## src/rtl/rom_ctrl_pkg.sv

```systemverilog
// Shared types and constants for the program-ROM fetch controller and its helpers.
// Latency: none (declarations only).
// Backpressure: none (declarations only).
package rom_ctrl_pkg;

  localparam int ROM_ADDR_W = 12;
  localparam int ROM_DATA_W = 8;
  localparam int ROM_NIB_W  = ROM_DATA_W / 2;

  // Sequencer states; encoding is fixed so other labs can decode it.
  typedef enum logic [1:0] {
    S_IDLE  = 2'b00,
    S_FETCH = 2'b01,
    S_EXEC  = 2'b10
  } state_t;

  typedef struct packed {
    logic [ROM_NIB_W-1:0] instr;
    logic [ROM_NIB_W-1:0] oprnd;
  } nib_pair_t;

  // Split a ROM word into instruction (upper) and operand (lower) nibbles.
  function automatic nib_pair_t split_nibbles(input logic [ROM_DATA_W-1:0] word);
    nib_pair_t p;
    p.instr = word[ROM_DATA_W-1:ROM_NIB_W];
    p.oprnd = word[ROM_NIB_W-1:0];
    return p;
  endfunction

endpackage

```

## src/rtl/program_counter.sv

```systemverilog
// Program counter with absolute load and wrap-around increment.
// Latency: new value visible one clock after load/inc is sampled.
// Backpressure: none; holds its value whenever neither load nor inc is asserted.
module program_counter #(
  parameter int ADDR_W = 12
) (
  input  logic              clk,
  input  logic              reset,
  input  logic              inc,
  input  logic              load,
  input  logic [ADDR_W-1:0] load_addr,
  output logic [ADDR_W-1:0] pc
);

  // Load takes priority over increment; increment wraps silently at the top of the space.
  always_ff @(posedge clk) begin
    if (reset) begin
      pc <= '0;
    end else if (load) begin
      pc <= load_addr;
    end else if (inc) begin
      pc <= pc + 1'b1;
    end
  end

endmodule

```

## src/rtl/rom_fetch_ctrl.sv

```systemverilog
// Fetch sequencer: drives ROM address from the PC, captures one byte every two cycles as instr/oprnd nibbles.
// Latency: byte at pc is captured on the edge ending the FETCH cycle; outputs are all registered.
// Backpressure: en=0 freezes the sequence (state drops to IDLE, pc and captured data held); load overrides en.
module rom_fetch_ctrl
  import rom_ctrl_pkg::*;
#(
  parameter int ADDR_W = ROM_ADDR_W,
  parameter int DATA_W = ROM_DATA_W
) (
  input  logic                clk,
  input  logic                reset,
  input  logic                en,
  input  logic                load,
  input  logic [ADDR_W-1:0]   load_addr,
  output logic [ADDR_W-1:0]   rom_addr,
  input  logic [DATA_W-1:0]   rom_data,
  output logic [ADDR_W-1:0]   pc,
  output logic [DATA_W/2-1:0] instr,
  output logic [DATA_W/2-1:0] oprnd,
  output logic                phase,
  output logic                valid
);

  localparam int NIB_W = DATA_W / 2;

  state_t state;
  state_t state_nxt;
  logic   capture;

  program_counter #(
    .ADDR_W (ADDR_W)
  ) u_pc (
    .clk       (clk),
    .reset     (reset),
    .inc       (capture),
    .load      (load),
    .load_addr (load_addr),
    .pc        (pc)
  );

  // ROM address is a straight copy of the PC so the async ROM settles within the FETCH cycle.
  assign rom_addr = pc;

  // State register.
  always_ff @(posedge clk) begin
    if (reset) begin
      state <= S_IDLE;
    end else begin
      state <= state_nxt;
    end
  end

  // Next-state and capture decision; load pre-empts any capture in the same cycle.
  always_comb begin
    state_nxt = state;
    capture   = 1'b0;
    if (load) begin
      state_nxt = en ? S_FETCH : S_IDLE;
    end else begin
      case (state)
        S_IDLE: begin
          if (en) state_nxt = S_FETCH;
        end
        S_FETCH: begin
          if (en) begin
            capture   = 1'b1;
            state_nxt = S_EXEC;
          end else begin
            state_nxt = S_IDLE;
          end
        end
        S_EXEC: begin
          state_nxt = en ? S_FETCH : S_IDLE;
        end
        default: begin
          state_nxt = S_IDLE;
        end
      endcase
    end
  end

  // Nibble capture, valid tracking and registered phase decode.
  always_ff @(posedge clk) begin
    if (reset) begin
      instr <= '0;
      oprnd <= '0;
      valid <= 1'b0;
      phase <= 1'b0;
    end else begin
      phase <= (state_nxt == S_EXEC);
      if (load) begin
        valid <= 1'b0;
      end else if (capture) begin
        instr <= rom_data[DATA_W-1:NIB_W];
        oprnd <= rom_data[NIB_W-1:0];
        valid <= 1'b1;
      end
    end
  end

endmodule

```

## config.mk

```make
export PLATFORM = sky130hd
export DESIGN_NAME = rom_fetch_ctrl
export DESIGN_NICKNAME = d
export VERILOG_FILES = /design/src/rtl/rom_ctrl_pkg.sv /design/src/rtl/program_counter.sv /design/src/rtl/rom_fetch_ctrl.sv
export SDC_FILE = /design/constraint.sdc
export NUM_CORES = 1
export LEC_CHECK = 0
export CAP_MARGIN = 10
export CORE_MARGIN = 2
export CORE_UTILIZATION = 42
export DETAILED_ROUTE_END_ITERATION = 10
export PLACE_DENSITY = 0.84
export SLEW_MARGIN = 20
export SYNTH_ARGS = -nofsm -noshare
export SYNTH_HDL_FRONTEND = slang
export SYNTH_SLANG_ARGS = --single-unit
export TNS_END_PERCENT = 100
```

## constraint.sdc

```tcl
create_clock -name clk -period 3.6 [get_ports clk]
set_clock_uncertainty 0.05 [all_clocks]
set_input_delay 0.36 -clock clk [delete_from_list [all_inputs] [get_ports clk]]
set_output_delay 0.36 -clock clk [all_outputs]
set_load 0.1 [all_outputs]
```

**Word level (Yosys, flattened, before mapping)**

Cells that the tools add are included.

- Add/sub/neg operators: 1
- Reductions and logical operators: 4
- Muxes and demuxes: 10
- Bitwise gates (word level): 1
- Eq/ne operators: 3

Operator list:

| operator | number |
|---|---|
| 12-bit 2-to-1 mux | 2 |
| 12-bit by 1-bit adder with 12-bit output (second input constant) | 1 |
| 2-bit 2-to-1 mux | 3 |
| 2-bit one-hot mux with 3 select lines | 1 |
| 2-bit == test (second input constant) | 2 |
| 1-bit 2-to-1 mux | 4 |
| 2-bit by 1-bit == test with 1-bit output (second input constant) | 1 |
| 2-bit logical NOT | 1 |
| 2-bit AND reduction | 1 |
| 2-bit nonzero test | 1 |
| 2-bit OR reduction | 1 |
| 1-bit NOT | 1 |

- Output and inout bits: 34
- Register bits after elaboration: 24
- Word-level logic and storage cells: 25
- Input port bits: 24

**Depth between registers and ports, before layout**

Gate-level depths: netlist of run 1.

- Depth in word-level cells: 5
- Mapped depth: 5

**Modules after synthesis**

From an unflattened synthesis of run 1, not the netlist that was laid out.

- Cell total of the unflattened synthesis: 140
- Area, all modules: 1,278.7 sq um

Modules (own cells, without submodules):

| module | cells each | seq. area each (sq um) | area an instance (sq um) | times used |
|---|---|---|---|---|
| program_counter | 82 | 240.2 | 685.7 | 1 |
| rom_fetch_ctrl | 58 | 240.2 | 593.1 | 1 |

**Worst setup path after synthesis of run 1**

No wires, ideal clock.

- Path kind: flip-flop to flip-flop
- Start point: reg u_pc.pc[0]
- End point: reg u_pc.pc[4]
- Clock period less this slack: 2,215 ps
- Cell stages (with the launch flop): 5
- Data arrival time: 2,074 ps
- Setup slack: 1,385 ps
- Setup time: 91 ps
- Data required time: 3,459 ps
- Path through: dfxtp_1 ha_1 nand4b_1 or3_1 a311oi_1

- Cells in the longest elaborated chain, start to end: 3

RTL lines:

| what | line | text |
|---|---|---|
| start: declaration | program_counter.sv:12 | `output logic [ADDR_W-1:0] pc` |
| start signal: assignment | program_counter.sv:20 | `pc <= load_addr;` |
| start signal: assignment | program_counter.sv:22 | `pc <= pc + 1'b1;` |
| 12-bit by 1-bit adder with 12-bit output | program_counter.sv:22 |  |
| 12-bit 2-to-1 mux | program_counter.sv:21 | `end else if (inc) begin` |
| 12-bit 2-to-1 mux | program_counter.sv:19 | `end else if (load) begin` |

Every way passes these cells. The select of a mux whose other input is x is not followed.
A chain may end at the register's enable or synchronous reset.

**Final worst setup path of run 1**

- Start point: reg u_pc.pc[4]
- End point: out pc[4]

RTL lines:

| what | line | text |
|---|---|---|
| end: declaration | rom_fetch_ctrl.sv:17 | `output logic [ADDR_W-1:0] pc,` |

No word-level cell between the ends.

==> run_results.csv, run 1 <==
group,metric,value,unit
critical_path,crit_path_cell_trace,"clkdlybuf4s50_1",
logic_synthesis,ys_async_sr_fraction,0,%
sta,worstMarginPinSlew,986,ps
logic_synthesis,postSynthAreaPerCell,8.53,µm²
die,die_h,56.0,µm
final_layout,final_cell_count_no_fill,207,
logic_synthesis,syn_area,0.00113,mm²
power,vdd_drop_max,0.302,mV
clock_tree,clk_latency,330,ps
hold_path,hold_class,"reg -> reg",
run,drv_cap,0,
die,fp.coreArea,0.00252,mm²
routing,post_drt_wl_per_cell,13.4,µm
clock_tree,cts_resized,0,
logic_synthesis,synth_top_area_share,42.3,%
clock_tree,cts.root.buffer_cell,"clkbuf_4",
sta,hold_viol_final,0,
logic_synthesis,synth_top_cell_by_area,"dfxtp_1",
placement,place.gp.congestion,0.695,
global_routing,antenna_found_initial,0,
global_routing,grt_pass1_vias,957,
clock_tree,cts_buffers,3,
routing,drt-initial-drc-count,13,
die,start_util,45.0,%
sta,maxSlewViolCount,0,
clock_tree,ctsHtreeMaxLevel,1,
critical_path,slowest_delay,1190,ps
sta,fmax,411,MHz
critical_path,crit_buf_inv,1,
critical_path,critPathArrivalTime,2020,ps
power,leakage,0.597,nW
critical_path,crit_path_end_kind,"output pin",
final_layout,synthToLayoutAreaGrowth,48.6,%
critical_path,setup.worst_path.class,"reg -> out",
logic_synthesis,synth-edff-count,0,
clock_tree,post_cts_buffers,0,
sta,maxSlewHeadroom,34.0,%
sta,min_period,2430,ps
sta,setup_tns,0,ps
routing,routed_wl,2770,µm
critical_path,worstPathRequired,3190,ps
logic_synthesis,synth_nets,158,
sta,rsz0062_at_grt,"false",
routing,via_count,1062,
sta,fin_ws,1170,ps
final_layout,drive_above_1_share,5.65,%
clock_tree,cts_tree,"yes",
clock_tree,ctsHoldBuffers,0,
placement,placed_cells,203,
die,io_pins,58,
logic_synthesis,netlist_instances,133,
placement,preCtsSetupSlack,1400,ps
logic_synthesis,seq_area_frac_synth,42.3,%
logic_synthesis,synth_seq_cells,24,
final_layout,diodes,0,
sta,finalSetupViolCount,0,
placement,dp_hpwl,2050,µm
critical_path,cp_max_fo,8,
die,die_w,56.0,µm
critical_path,startpoint_type,"flop",
logic_synthesis,synth_cell_types,29,
critical_path,slowest_stage,"clkdlybuf4s50_1",
global_routing,track_usage,16.9,%
sta,post-route-period-util,67.5,%
logic_synthesis,synth-main-ff-cell,"dfxtp_1",
final_layout,nets,203,
clock_tree,clockBufferDepth,2,
power,power,742,µW
logic_synthesis,synth_most_common_cell,"dfxtp_1",
final_layout,fillerInstances,214,
global_routing,globalRouteOverflowTotal,0,
power,power_density,440,mW/mm²
die,rows,18,
critical_path,critPathTopFamily,"buffers and inverters",
logic_synthesis,synth_warnings,0,
routing,ant_nets,0,
routing,drt_pass1_iterations,5,
global_routing,grt_pass1_wl,4270,µm
logic_synthesis,synthTopCellsByArea,"dfxtp_1 42%, buf_4 7.9%, nand2_1 7.6%",
routing,drc_errors,0,
clock_tree,clkSlewWorstSetupHoldPaths,140,ps
clock_tree,cts_sinks,24,
logic_synthesis,yosys-top-cells-count,"24 x dfxtp_1, 23 x nand2_1, 12 x buf_4, 12 x nor2_1, 11 x a21oi_1",
routing,avgViaCountPerCell,5.13,
status,status,"finished, final reports clean",
global_routing,grt_max_degree,25,
die,die-area,0.00313,mm²
placement,portBuffers,57,
-- per-stage QoR --
step           hold slack, ps  utilization [%]  cell area (µm²)
6_report                  427             66.9             1690
2_1_floorplan             382                -             1130
4_1_cts                   427             66.9             1690
5_1_grt                   441             66.9             1690
3_3_place_gp              400             64.8             1630
3_5_place_dp              403             64.8             1630
-- power breakdown --
| group | total, mW | switching, mW | internal, mW |
|---|---|---|---|
| Combinational | 0.248 | 0.180 | 0.0678 |
| Clock | 0.200 | 0.0878 | 0.113 |
| Sequential | 0.293 | 0.0153 | 0.278 |
-- final cells by class --
cell class                 instances  area (µm²)  area share, %
clock inverter                     1        30.0           1.78
inverter                           4        15.0          0.890
timing repair buffer              57         571           33.8
sequential                        24         480           28.5
clock buffer                       3        22.5           1.34
tap                               30        37.5           2.23
multi-input combinational         88         531           31.5
-- metal layers --
metal | share of wire (%) | GRT usage [%] | vias to the layer above
li1 | - | - | 533
met1 | 41 | 19.3 | 476
met2 | 48 | 29.6 | 50
met3 | 9.8 | 4.88 | 3
met4 | 1.0 | 6.12 | 0
met5 | 0 | 0 | -
-- worst paths after layout --
kind | startpoint | to | slack (ps) | cells past startpoint
min | valid | valid | 430 | 2
max | u_pc.pc[4] | pc[4] | 1170 | 1
max reg2reg | u_pc.pc[0] | u_pc.pc[4] | 1930 | 4
min reg2reg | valid | valid | 430 | 2
-- flip-flops by register name, summed over array words and instances (netlist names) --
register,cells
u_pc.pc,12
valid,1
state,2
phase,1
instr,4
oprnd,4
-- cells by family after synthesis --
family	count (synthesis)	synth area share, %
simple gates	52	23.3
flops	24	42.3
compound gates	24	13.8
xor+xnor	10	7.72
fa+ha+maj	1	1.10
mux	1	0.882
buf+inv	21	10.9
-- cell usage in the layout (no fill, tap or decap), types with 2 or more instances in the layout --
master / netlist / layout
nand3_1: 4 / 4
nor2_1: 12 / 12
inv_1: 4 / 4
xnor2_1: 7 / 7
xor2_1: 3 / 3
nand2_1: 23 / 23
dfxtp_1: 24 / 24
clkdlybuf4s50_1: 0 / 57
a21oi_1: 11 / 11
a211oi_1: 9 / 9
clkbuf_4: 0 / 3
nor3_1: 2 / 2
and4bb_2: 2 / 2
(Power assumes the default switching activity.)
==> run 2: changes to the inputs <==
- CORE_UTILIZATION: 42 -> 39
- PLACE_DENSITY: 0.84 -> 0.79
- clock period: 3.6 -> 2.3 ns (I/O delays scaled with it)
==> run 2 against run 1 <==
  * Sequential power is 57% higher
  * Clock power is 9.5% higher
  * Die area is 7.1% higher
  * Sequential share of layout area is 1.5 points higher
  * Combinational power is 53% higher
  * Wire length is 4.0% lower
  * Worst hold slack worse by 29 ps
  * Final area is 5.0% lower
  * Total power is 43% higher
==> run_results.csv, run 2 (synthesized netlist as in run 1, its figures left out) <==
group,metric,value,unit
power,leakage,0.658,nW
sta,min_period,1650,ps
critical_path,critPathArrivalTime,1830,ps
routing,via_count,1072,
sta,finalSetupViolCount,0,
critical_path,cp_max_fo,6,
sta,worstMarginPinSlew,521,ps
die,fp.coreArea,0.00276,mm²
status,status,"finished, final reports clean",
power,vdd_drop_max,0.420,mV
sta,maxSlewHeadroom,65.1,%
routing,ant_nets,0,
critical_path,crit_path_end_kind,"flop",
global_routing,track_usage,17.8,%
final_layout,reg_top3,"u_pc.pc x12, instr x4, oprnd x4",
final_layout,largest_reg_flops,12,
die,rows,19,
placement,portBuffers,57,
clock_tree,clockBufferDepth,2,
die,io_pins,58,
clock_tree,ctsHtreeMaxLevel,1,
clock_tree,clkSlewWorstSetupHoldPaths,130,ps
critical_path,worstPathRequired,2480,ps
clock_tree,clk_latency,310,ps
die,die-area,0.00336,mm²
critical_path,cp.depth,4,
routing,drc_errors,0,
final_layout,drive_above_1_share,25.7,%
sta,setup_tns,0,ps
final_layout,final_common_cell,"buf_4",
routing,avgViaCountPerCell,5.10,
routing,drt-initial-drc-count,8,
critical_path,critPathTopFamily,"simple AND/OR/NAND/NOR gates",
sta,fmax,607,MHz
global_routing,grt_max_degree,19,
final_layout,largest_register,"u_pc.pc",
critical_path,r2r_cells,4,
clock_tree,cts.root.buffer_cell,"clkbuf_4",
clock_tree,cts_buffers,3,
clock_tree,ctsHoldBuffers,0,
die,die_h,57.9,µm
routing,routed_wl,2660,µm
clock_tree,cts_resized,0,
final_layout,nets,205,
die,start_util,41.2,%
global_routing,grt_pass1_wl,4670,µm
critical_path,slowest_delay,460,ps
hold_path,hold_class,"in -> reg",
sta,fin_ws,653,ps
final_layout,synthToLayoutAreaGrowth,41.1,%
sta,maxSlewViolCount,0,
sta,rsz0062_at_grt,"false",
final_layout,diodes,0,
critical_path,startpoint_type,"flop",
sta,post-route-period-util,71.6,%
final_layout,layout_common_cells,"36 x buf_4, 24 x dfxtp_1, 23 x nand2_1, 23 x clkdlybuf4s50_1, 12 x nor2_1",
critical_path,setup.worst_path.class,"reg -> reg",
global_routing,grt_pass1_vias,1116,
routing,post_drt_wl_per_cell,12.6,µm
placement,place.gp.congestion,0.711,
clock_tree,cts_sinks,24,
global_routing,antenna_found_initial,0,
critical_path,crit_path_cell_trace,"ha_1 > nand4b_1 > or3_1 > a311oi_1",
critical_path,crit_buf_inv,0,
global_routing,globalRouteOverflowTotal,0,
critical_path,r2r_slack,650,ps
final_layout,final_util,58.1,%
clock_tree,post_cts_buffers,0,
sta,hold_viol_final,0,
placement,dp_hpwl,2050,µm
placement,preCtsSetupSlack,459,ps
hold_path,hold_depth,3,
run,drv_cap,0,
clock_tree,cts_tree,"yes",
die,die_w,57.9,µm
power,power_density,660,mW/mm²
critical_path,slowest_stage,"dfxtp_1",
routing,drt_pass1_iterations,4,
==> run 2: cell types whose count changed in the layout (fill, tap and decap cells not counted), sizes merged <==
cell / before / now
buf: 0 / 36
clkdlybuf4s50: 57 / 23
bufinv: 1 / 0
clkbuf: 3 / 4
==> run 2: final timing paths <==
check,to,start
worst max-delay path,u_pc.pc[4],u_pc.pc[0]
worst min register to register,instr[2],instr[2]
worst max register to register,u_pc.pc[4],u_pc.pc[0]
worst min-delay path,oprnd[3],rom_data[3]
==> run 2: per-stage QoR <==
step                      total power, mW  std cells  area, µm²  hold WS [ps]
after floorplan                     0.763        133       1130           252
after global placement              0.845        206       1570           394
after detailed placement            0.849        206       1570           401
after CTS                            1.07        210       1600           387
after global routing                 1.11        210       1600           381
final                                1.06        210       1600           398
==> run 2: metal layers <==
metal | vias up | GRT usage [%] | share of wire, %
li1 | 536 | - | -
met1 | 485 | 20.0 | 42
met2 | 47 | 31.8 | 47
met3 | 4 | 4.24 | 9.3
met4 | 0 | 7.97 | 1.7
met5 | - | 0 | 0
==> run 2: worst reg2reg max path, cell delays in order (launching register included) <==
cell	delay, ps
dfxtp_1	460
ha_1	190
nand4b_1	240
or3_1	390
a311oi_1	250
==> run 2: where the power goes <==
part,internal [mW],switching (mW),total [mW]
sequential,0.435,0.0248,0.460
clock,0.0968,0.122,0.219
combinational,0.0967,0.282,0.379
==> run 2: final cells by class <==
type	instances	area, µm²
Clock buffer	4	36.3
Fill cell	261	1160
Inverter	4	15.0
Timing Repair Buffer	59	500
Sequential cell	24	480
Multi-Input combinational cell	88	531
Tap cell	31	38.8
